<file path="src/rtl/fact_unit_if.sv">
// Data-memory bus slice seen by the factorial accelerator.
interface fact_unit_if;
  logic        sel;
  logic        we;
  logic [1:0]  a;
  logic [31:0] wd;
  logic [31:0] rd;
  logic        done;

  modport master (output sel, we, a, wd, input rd, done);
  modport slave  (input sel, we, a, wd, output rd, done);
endinterface

</file>
<file path="src/rtl/fact_unit.sv">
// Memory-mapped iterative factorial accelerator (N, GO, STATUS, RESULT).
// Optional FACT_ERR_EN: operands above 12 are rejected with err instead of wrapping.
module fact_unit (
  input  logic        clk,
  input  logic        rst,
  fact_unit_if.slave  bus
);
  typedef enum logic [1:0] {
    S_IDLE = 2'd0,
    S_CALC = 2'd1,
    S_DONE = 2'd2
`ifdef FACT_ERR_EN
    , S_ERR = 2'd3
`endif
  } state_t;

  state_t      state, state_nx;
  logic [3:0]  n, cnt;
  logic [31:0] prod;
  logic        done, err, busy;
  logic        wr_n, start;
  logic        load, step, fin;
  logic        unused_wd;

  assign wr_n      = bus.sel & bus.we & (bus.a == 2'd0);
  assign start     = bus.sel & bus.we & (bus.a == 2'd1) & bus.wd[0];
  assign busy      = (state == S_CALC);
  assign unused_wd = ^bus.wd[31:4];

`ifdef FACT_ERR_EN
  logic set_err;
`else
  assign err = 1'b0;
`endif

  always_ff @(posedge clk) begin
    if (rst) state <= S_IDLE;
    else     state <= state_nx;
  end

  always_comb begin
    state_nx = state;
    load     = 1'b0;
    step     = 1'b0;
    fin      = 1'b0;
`ifdef FACT_ERR_EN
    set_err  = 1'b0;
`endif
    case (state)
      S_CALC: begin
        if (cnt <= 4'd1) begin
          state_nx = S_DONE;
          fin      = 1'b1;
        end else begin
          step = 1'b1;
        end
      end
      // IDLE, DONE and ERR all accept a new start; CALC ignores it.
      default: begin
        if (start) begin
`ifdef FACT_ERR_EN
          if (n > 4'd12) begin
            state_nx = S_ERR;
            set_err  = 1'b1;
          end else begin
            state_nx = S_CALC;
            load     = 1'b1;
          end
`else
          state_nx = S_CALC;
          load     = 1'b1;
`endif
        end
      end
    endcase
  end

  always_ff @(posedge clk) begin
    if (rst) begin
      n    <= '0;
      cnt  <= '0;
      prod <= '0;
      done <= 1'b0;
`ifdef FACT_ERR_EN
      err  <= 1'b0;
`endif
    end else begin
      // n may change mid-run; the live count lives in cnt.
      if (wr_n) n <= bus.wd[3:0];
      if (load) begin
        cnt  <= n;
        prod <= 32'd1;
        done <= 1'b0;
`ifdef FACT_ERR_EN
        err  <= 1'b0;
`endif
      end
      if (step) begin
        prod <= prod * {28'd0, cnt};
        cnt  <= cnt - 4'd1;
      end
      if (fin) done <= 1'b1;
`ifdef FACT_ERR_EN
      if (set_err) begin
        err  <= 1'b1;
        done <= 1'b1;
        prod <= '0;
      end
`endif
    end
  end

  always_comb begin
    bus.rd = '0;
    if (bus.sel) begin
      case (bus.a)
        2'd0:    bus.rd = {28'd0, n};
        2'd2:    bus.rd = {29'd0, err, busy, done};
        2'd3:    bus.rd = prod;
        default: bus.rd = '0;
      endcase
    end
  end

  assign bus.done = done;
endmodule

</file>
<file path="src/flat_wrapper.sv">
// flat-port wrapper written by rule: the top's interface ports become plain ports
module fact_unit_flat 
  (clk, rst, bus_sel, bus_we, bus_a, bus_wd, bus_rd, bus_done);
  fact_unit_if bus_i ();
  input  logic clk;
  input  logic rst;
  input wire logic [$bits(bus_i.sel)-1:0] bus_sel;
  input wire logic [$bits(bus_i.we)-1:0] bus_we;
  input wire logic [$bits(bus_i.a)-1:0] bus_a;
  input wire logic [$bits(bus_i.wd)-1:0] bus_wd;
  output wire logic [$bits(bus_i.rd)-1:0] bus_rd;
  output wire logic [$bits(bus_i.done)-1:0] bus_done;
  assign bus_i.sel = bus_sel;
  assign bus_i.we = bus_we;
  assign bus_i.a = bus_a;
  assign bus_i.wd = bus_wd;
  assign bus_rd = bus_i.rd;
  assign bus_done = bus_i.done;
  fact_unit u_core (.clk(clk), .rst(rst), .bus(bus_i));
endmodule
</file>
<file path="config.mk">
export PLATFORM = sky130hd
export DESIGN_NAME = fact_unit_flat
export DESIGN_NICKNAME = d
export VERILOG_FILES = /design/src/rtl/fact_unit_if.sv /design/src/rtl/fact_unit.sv /design/src/flat_wrapper.sv
export SDC_FILE = /design/constraint.sdc
export NUM_CORES = 1
export LEC_CHECK = 0
export ABC_AREA = 1
export CAP_MARGIN = 15
export CORE_UTILIZATION = 40
export CTS_CLUSTER_SIZE = 12
export DETAILED_ROUTE_END_ITERATION = 16
export SETUP_SLACK_MARGIN = 0.05
export SKIP_CTS_REPAIR_TIMING = 1
export SLEW_MARGIN = 5
export SYNTH_ARGS = -nofsm -noshare
export SYNTH_HDL_FRONTEND = slang
export SYNTH_SLANG_ARGS = --single-unit
</file>
<file path="constraint.sdc">
create_clock -name clk -period 10.9 [get_ports clk]
set_clock_uncertainty 0.05 [all_clocks]
set_input_delay 1.635 -clock clk [delete_from_list [all_inputs] [get_ports clk]]
set_output_delay 1.635 -clock clk [all_outputs]
set_load 0.01 [all_outputs]
</file>
==> flow_summary.json, run 1 <==
{
  "status": "finished clean",
  "grt_pass1_vias": 6124,
  "totalWireLength_um": 16400,
  "htreeDepth": 2,
  "tightest_slew_ps": 810,
  "peakVddDrop_v": 0.0000526,
  "yosys.cell_count.top_type": "nand2_1",
  "fillers": 1768,
  "clk_pin_slew_ps": 70,
  "worstSkewPairLatency_ps": 300,
  "cp-startpoint": "bus_a[0]",
  "antenna_found_initial": 0,
  "die_x_um": 131,
  "worst-r2r-cell-count": 17,
  "synth_area_leaders": "nand2_1 22%, inv_1 17%, fa_1 17%",
  "slew_viol_final": 0,
  "ff_latch_area_sq_um": 861,
  "hp-class": "flop to flop",
  "core_sq_um": 16100,
  "cp-end-kind": "output pin",
  "port_buffers": 42,
  "num_rows": 46,
  "period_share_pct": 48.0,
  "gr-usage-all-layers_pct": 19.9,
  "required_ps": 9220,
  "rr_startpoint": "u_core.cnt[2]",
  "ys_seq_elements": 43,
  "avgViaCountPerCell": 4.58,
  "final_antenna_net_count": 0,
  "ios": 71,
  "grt_overflow": 0,
  "ys.flop_type": "dfxtp_1",
  "synth_top_area_cell": "nand2_1",
  "dieArea_sq_um": 17200,
  "yosys-top-cells-count": "393 x nand2_1, 306 x inv_1, 63 x nor2_1",
  "seq_area_frac_synth_pct": 12.9,
  "cts_max_path_buffers": 2,
  "criticalPathCategory": "input pin to output pin",
  "dpl.hpwl_um": 12800,
  "synth_edf_count": 0,
  "startpoint_type": "input pin",
  "hold_viol": 0,
  "cts_tree": "done",
  "grt_max_degree": 44,
  "num_vias": 6256,
  "fin_ws_ps": 5670,
  "place_ws_ps": 5650,
  "area_growth_pct": 11.5,
  "clkSinkCount": 43,
  "async_flop_share_pct": 0,
  "syn_area_sq_um": 6670,
  "rsz0062_at_grt": "false",
  "synth_top_area_share_pct": 22.1,
  "worstHoldPathCells": 2,
  "hold_ws_ps": 415,
  "die_height_um": 131,
  "post-route-drc-count": 0,
  "num-nets-final": 1279,
  "avgRoutedWirePerCell_um": 12.0,
  "setup_viol_count_final": 0,
  "syn_inst": 1126,
  "setup-tns-final_ps": 0,
  "slew_headroom_pct": 45.9,
  "initial_core_util_pct": 41.6,
  "crit_path_max_fanout": 29,
  "fmax_ghz": 0.191,
  "cts-root-buf": "clkbuf_16",
  "firstDrtPassIters": 7,
  "layout_min_cycle_time_ps": 5230,
  "synth_nets": 1255,
  "cts_buffers": 5,
  "gp_congestion": 0.878,
  "p_leak_uw": 0.00437,
  "syn_area_per_cell_sq_um": 5.93,
  "drtIter0Drc": 299,
  "power.density_nw_per_um2": 48.1,
  "synth.distinct_cells": 41,
  "diodes": 0,
  "cap_violations": 0,
  "ys_warn_count": 0,
  "grt_pass1_wl_um": 28800,
  "drive_gt1_share_pct": 6.60,
  "hold_start": "u_core.state[1]",
  "worstPathArrival_ps": 3550,
  "multi_input_area_sq_um": 4500
}
[layer usage]
layer,up-vias,GRT usage (%),wire (um)
met5,-,0,0
met4,0,3.27,141
met3,9,1.47,364
met2,65,34.5,7540
met1,2867,27.3,8360
li1,3315,-,-
[cell type report]
| cell class | count | share of cell area, % |
|---|---|---|
| multi-input combinational | 740 | 60.4 |
| timing repair buffer | 49 | 6.36 |
| inverter | 311 | 15.7 |
| tap | 216 | 3.63 |
| clock buffer | 5 | 1.68 |
| sequential | 43 | 11.6 |
| clock inverter | 3 | 0.639 |
[per-stage QoR]
| stage | instances | utilization, % | power [uW] | instance area, sq um |
|---|---|---|---|---|
| floorplan | 1126 | - | 171 | 6670 |
| global placement | 1359 | 45.3 | 178 | 7270 |
| detailed placement | 1359 | 45.3 | 179 | 7270 |
| CTS | 1367 | 46.3 | 361 | 7440 |
| global route | 1367 | 46.3 | 369 | 7440 |
| finish | 1367 | 46.3 | 358 | 7440 |
[path summary, 6_finish.rpt]
kind / to / slack (ps)
setup / recovery: bus_rd[1] / 5670
hold / removal: u_core.state[1] / 410
setup reg to reg: u_core.prod[26] / 6830
hold reg to reg: u_core.state[1] / 410
[kinds of logic after synthesis]
group	count (synthesis)	synth area share (%)
compound gates	108	9.69
xor+xnor	2	0.263
fa+ha+maj	91	23.5
buf+inv	343	19.7
flops	43	12.9
simple gates	539	33.9
[critical path, stage by stage]
cell and delay [ps]:
clkdlybuf4s50_1 470, nand2_1 90, buf_4 350, inv_1 150
a221oi_1 300, nor2_1 70, clkdlybuf4s50_1 480
[report_power, final]
| group | internal, uW | switching (uW) | total, uW |
|---|---|---|---|
| Sequential | 158 | 0.650 | 158 |
| Clock | 110 | 73.3 | 183 |
| Combinational | 5.18 | 11.1 | 16.3 |
[state kept, by name, summed over array words and instances (netlist names)]
name	flops
u_core.bus.done	1
u_core.cnt	4
u_core.n	4
u_core.prod	32
u_core.state	2
[layout by cell type (no fill, tap or decap), drive strengths merged]
| cell type | n |
|---|---|
| nand2 | 410 |
| inv | 312 |
| a21oi | 74 |
| nor2 | 71 |
| fa | 57 |
| dfxtp | 43 |
| clkdlybuf4s50 | 42 |
| nand3 | 40 |
| ha | 34 |
| o21ai | 18 |
| nor3 | 8 |
| buf | 7 |
| nand3b | 6 |
| a21o | 5 |
| clkbuf | 5 |
| o21bai | 3 |
| o211ai | 2 |
| or2 | 2 |
| xor2 | 2 |
| a31oi | 2 |
| a221oi | 1 |
| nand4 | 1 |
| a31o | 1 |
| o22ai | 1 |
| a211oi | 1 |
| and2 | 1 |
| bufinv | 1 |
| clkinv | 1 |
Note: power is estimated with default switching activity, not from simulation.
==> run 2: changes to the inputs <==
- clock period: 10.9 -> 5.4 ns (I/O delays scaled with it)
==> run 2 against run 1 <==
Setup slack got worse by 4000 ps. Final cell count about the same. Worst hold slack got worse by 2.7 ps. Global-route usage increased by 0.53 points. Combinational power increased by 100%. Largest power group unchanged. Clock-buffer cell count unchanged. Via count about the same. First-iteration DRC count increased by 4.0%. Utilization decreased by 0.10 points. Power increased by 89%. Critical path type is now flop to flop. Critical path depth increased by 10.
==> flow_summary.json, run 2 (synthesis gave the netlist of run 1 again) <==
{
  "ios": 71,
  "port_buffers": 42,
  "grt_pass1_vias": 6123,
  "drive_gt1_share_pct": 6.68,
  "r2r_setup_slack_ps": 1620,
  "cp_common_cell": "nand2_1",
  "antenna_found_initial": 0,
  "clk_pin_slew_ps": 70,
  "firstDrtPassIters": 5,
  "fin_ws_ps": 1620,
  "diodes": 0,
  "required_ps": 5580,
  "area_growth_pct": 11.2,
  "startpoint_type": "flop",
  "slew_viol_final": 0,
  "p_leak_uw": 0.00436,
  "num_vias": 6250,
  "avgRoutedWirePerCell_um": 12.1,
  "dieArea_sq_um": 17200,
  "cts_max_path_buffers": 2,
  "worst-path-buf-inv": 5,
  "place_ws_ps": 1590,
  "final_common_cell": "nand2_1",
  "clkSinkCount": 43,
  "grt_overflow": 0,
  "tightest_slew_ps": 743,
  "crit_path_max_fanout": 21,
  "biggestRegsByFlops": "u_core.prod: 32 flops, u_core.cnt: 4 flops, u_core.n: 4 flops",
  "layout_min_cycle_time_ps": 3780,
  "cts_buffers": 5,
  "cts_tree": "done",
  "drtIter0Drc": 311,
  "finalCoreUtilization_pct": 46.2,
  "regMostFlops": "u_core.prod",
  "final_antenna_net_count": 0,
  "cap_violations": 0,
  "num_rows": 46,
  "cpMaxStageDelayCell": "dfxtp_1",
  "peakVddDrop_v": 0.0000946,
  "post-route-drc-count": 0,
  "criticalPathCategory": "flop to flop",
  "core_sq_um": 16100,
  "path_cells": "buf_4, nand2_1, inv_1, fa_1, inv_1, fa_1, inv_1, ha_1, nand2_1, inv_1, a21oi_1, nand2_1, a21oi_1, nand2_1, nand2_1, nand3_1, a21oi_1",
  "avgViaCountPerCell": 4.57,
  "setup-tns-final_ps": 0,
  "die_height_um": 131,
  "setup_viol_count_final": 0,
  "period_share_pct": 69.9,
  "layout_common_cells": "393 x nand2_1, 306 x inv_1, 63 x nor2_1, 59 x a21oi_1, 57 x fa_1",
  "worstPathArrival_ps": 3960,
  "die_x_um": 131,
  "num-nets-final": 1280,
  "power.density_nw_per_um2": 90.8,
  "slew_headroom_pct": 50.3,
  "cpPeakStageDelay_ps": 720,
  "dpl.hpwl_um": 13000,
  "cpLargestDelayFamily": "adder cells",
  "hold_viol": 0,
  "worstSkewPairLatency_ps": 290,
  "grt_max_degree": 38,
  "status": "finished clean",
  "grt_pass1_wl_um": 29300,
  "gr-usage-all-layers_pct": 20.4,
  "totalWireLength_um": 16600,
  "htreeDepth": 2,
  "rsz0062_at_grt": "false",
  "largest_register_ffs": 32,
  "hp-class": "flop to flop",
  "cts-root-buf": "clkbuf_16",
  "cp-end-kind": "flop",
  "fmax_ghz": 0.265,
  "hold_ws_ps": 412,
  "initial_core_util_pct": 41.6,
  "gp_congestion": 0.892
}
[run 2: cell count changes in the layout (fill, tap and decap cells not counted)]
| cell | before | now |
|---|---|---|
| bufinv_16 | 1 | 0 |
| buf_4 | 7 | 8 |
| clkinvlp_4 | 0 | 2 |
| clkinv_4 | 1 | 0 |
[run 2: stage by stage]
stage	cells	instance area [sq um]	power, uW
after detailed placement	1360	7270	361
after CTS	1368	7420	683
final	1368	7420	674
after global placement	1360	7270	360
after floorplan	1126	6670	345
after global routing	1368	7420	696
[run 2: where the power goes]
group / total (uW) / internal, uW / switching, uW / leakage, uW
Combinational: 33.0 / 10.5 / 22.6 / 0.00395
Sequential: 320 / 318 / 1.27 / 0.000346
Clock: 322 / 173 / 148 / 0.0000664
Total: 674 / 502 / 172 / 0.00436
[run 2: cell type report]
class	instances	area (sq um)
fill	1751	8630
multi-input combinational	740	4500
inverter	311	1170
sequential	43	861
timing repair buffer	50	480
tap	216	270
clock buffer	5	125
clock inverter	3	23.8
[run 2: path summary, 6_finish.rpt]
| check | startpoint | end | depth (start not counted) |
|---|---|---|---|
| setup / recovery | u_core.cnt[2] | u_core.prod[30] | 17 |
| hold / removal | u_core.state[0] | u_core.state[0] | 2 |
| hold reg to reg | u_core.state[0] | u_core.state[0] | 2 |
| setup reg to reg | u_core.cnt[2] | u_core.prod[30] | 17 |
[run 2: layer usage]
layer	vias up	track usage (%)	routed length, um
li1	3306	-	-
met1	2845	28.0	8370
met2	89	35.3	7660
met3	10	2.04	476
met4	0	2.88	90
met5	-	0	0
[run 2: worst reg2reg max path: cells and delay by family (launching register included)]
kind                       cells  cell delay, ps
AOI/OAI and AO/OA              3             550
adders and majority gates      3            1090
and+or+nand+nor                6             600
DFF                            1             720
buffers and inverters          5             720
==> run 3: changes to the inputs <==
- clock period: 5.4 -> 3.15 ns (I/O delays scaled with it)
==> run 3 against run 2 <==
The flow now finishes with violations (negative setup slack). Largest power group unchanged. Critical path type unchanged. Critical endpoint is now u_core.prod[27]. Die area unchanged. Routed wire length up 20%. Flip-flop and latch count unchanged. Combinational power up 96%. Setup slack worse by 1700 ps. Sequential share of layout area down 2.6 points. Highest routed layer unchanged. Utilization up 14 points. Clock power up 80%. Largest cell class unchanged. Sequential power up 70%.
==> flow_summary.json, run 3 (synthesis gave the netlist of run 1 again) <==
{
  "diodes": 0,
  "cts_buffers": 5,
  "cts-root-buf": "clkbuf_16",
  "swShare_pct": 27.0,
  "drive_gt1_share_pct": 36.4,
  "post-route-drc-count": 0,
  "power.density_nw_per_um2": 123,
  "htreeDepth": 2,
  "pwr-share-comb_pct": 5.4,
  "path_cells": "buf_12, nand2_2, inv_2, fa_1, inv_1, fa_1, inv_2, ha_4, nand2_4, buf_6, nor2_4, nand2_2, nor3_2, nand2_2, nand2_1, nand2_1, nand3_2, a21oi_2",
  "finalCoreUtilization_pct": 60.2,
  "hold_viol": 0,
  "area_growth_pct": 45.0,
  "num-nets-final": 1365,
  "die_height_um": 131,
  "fin_ws_ps": -52.2,
  "peakVddDrop_v": 0.000171,
  "violations": "negative setup slack",
  "final_antenna_net_count": 0,
  "required_ps": 3270,
  "cp_common_cell": "nand2_2",
  "port_buffers": 42,
  "setup_viol_count_final": 12,
  "worstSkewPairLatency_ps": 310,
  "grt_max_degree": 39,
  "die_x_um": 131,
  "crit_path_max_fanout": 8,
  "startpoint_type": "flop",
  "cpPeakStageDelay_ps": 520,
  "fillers": 1498,
  "gp_congestion": 0.890,
  "intPower_uw": 868,
  "initial_core_util_pct": 41.6,
  "num_vias": 6869,
  "dpl.hpwl_um": 13500,
  "cts_tree": "done",
  "avgViaCountPerCell": 4.73,
  "p_seq_share_pct": 45.8,
  "tightest_slew_ps": 705,
  "period_share_pct": 102,
  "layout_min_cycle_time_ps": 3200,
  "regMostFlops": "u_core.prod",
  "final_common_cell": "nand2_1",
  "largest_register_ffs": 32,
  "grt_pass1_vias": 6245,
  "worstPathArrival_ps": 3320,
  "slew_viol_final": 0,
  "p_sw_uw": 321,
  "antenna_found_initial": 0,
  "fin_cells": 1453,
  "layout_common_cells": "274 x nand2_1, 226 x inv_1, 82 x nand2_2, 81 x inv_2, 66 x buf_4",
  "grt_pass1_wl_um": 29600,
  "cap_violations": 0,
  "ios": 71,
  "avgRoutedWirePerCell_um": 13.7,
  "hp-class": "flop to flop",
  "totalWireLength_um": 20000,
  "clkSinkCount": 43,
  "dieArea_sq_um": 17200,
  "clk_pin_slew_ps": 70,
  "placed_cells": 1419,
  "drtIter0Drc": 302,
  "firstDrtPassIters": 4,
  "core_sq_um": 16100,
  "cpMaxStageDelayCell": "fa_1",
  "rsz0062_at_grt": "true",
  "cp-end-kind": "flop",
  "grt_overflow": 0,
  "num_rows": 46,
  "clockPowerShare_pct": 48.7,
  "fmax_ghz": 0.312,
  "biggestRegsByFlops": "u_core.prod: 32 flops, u_core.cnt: 4 flops, u_core.n: 4 flops",
  "cts_max_path_buffers": 2,
  "criticalPathCategory": "flop to flop",
  "gr-usage-all-layers_pct": 20.9,
  "p_leak_uw": 0.00547,
  "status": "complete, but fails checks",
  "slew_headroom_pct": 52.9
}
## run 3: cell count changes in the layout (fill, tap and decap cells not counted), sizes merged
| cell | before | now |
|---|---|---|
| clkbuf | 5 | 8 |
| clkinvlp | 2 | 0 |
| buf | 8 | 90 |
| clkinv | 0 | 1 |
| inv | 312 | 313 |
## run 3: power groups by stage
stage	clock, uW	combinational, uW	sequential [uW]
2_1_floorplan	0	30.9	559
3_3_place_gp	0	62.4	559
3_5_place_dp	0	62.7	559
4_1_cts	588	62.9	547
5_1_grt	612	70.4	545
6_report	580	64.6	545
## run 3: per-stage QoR
step,total power (uW),hold slack (ps),area (sq um),worst slack [ps],setup TNS (ps)
4_1_cts,1200,414,8210,-162,-2070
2_1_floorplan,590,391,6940,38.3,0
5_1_grt,1230,464,9670,-227,-3020
3_5_place_dp,622,403,8050,-142,-1870
6_report,1190,413,9670,-52.2,-324
3_3_place_gp,622,400,8050,-122,-1320
## run 3: path summary, 6_finish.rpt
check | start | to | slack [ps] | depth (start not counted)
setup / recovery | u_core.cnt[3] | u_core.prod[27] | -50 | 18
hold / removal | u_core.state[1] | u_core.state[1] | 410 | 2
setup reg to reg | u_core.cnt[3] | u_core.prod[27] | -50 | 18
hold reg to reg | u_core.state[1] | u_core.state[1] | 410 | 2
## run 3: worst max-delay path, delay by kind of cell (launching register included)
kind	cells	cell delay, ps
DFF	1	390
buffers and inverters	5	410
adders and majority gates	3	1330
and+or+nand+nor	9	820
AOI/OAI and AO/OA	1	50
## run 3: area by class of cell
class                      count  area (sq um)  area share, %
clock inverter                 3          26.3          0.272
multi-input combinational    740          5830           60.3
inverter                     311          1180           12.2
timing repair buffer         135          1370           14.2
tap                          216           270           2.79
sequential                    43           872           9.01
clock buffer                   5           125           1.29
## run 3: per-layer routing
layer	wire length [um]	share of wire, %	track usage [%]	vias up
li1	-	-	-	3484
met1	9250	46	28.5	3245
met2	9760	49	35.6	121
met3	649	3.3	2.47	19
met4	307	1.5	3.40	0
met5	0	0	0	-
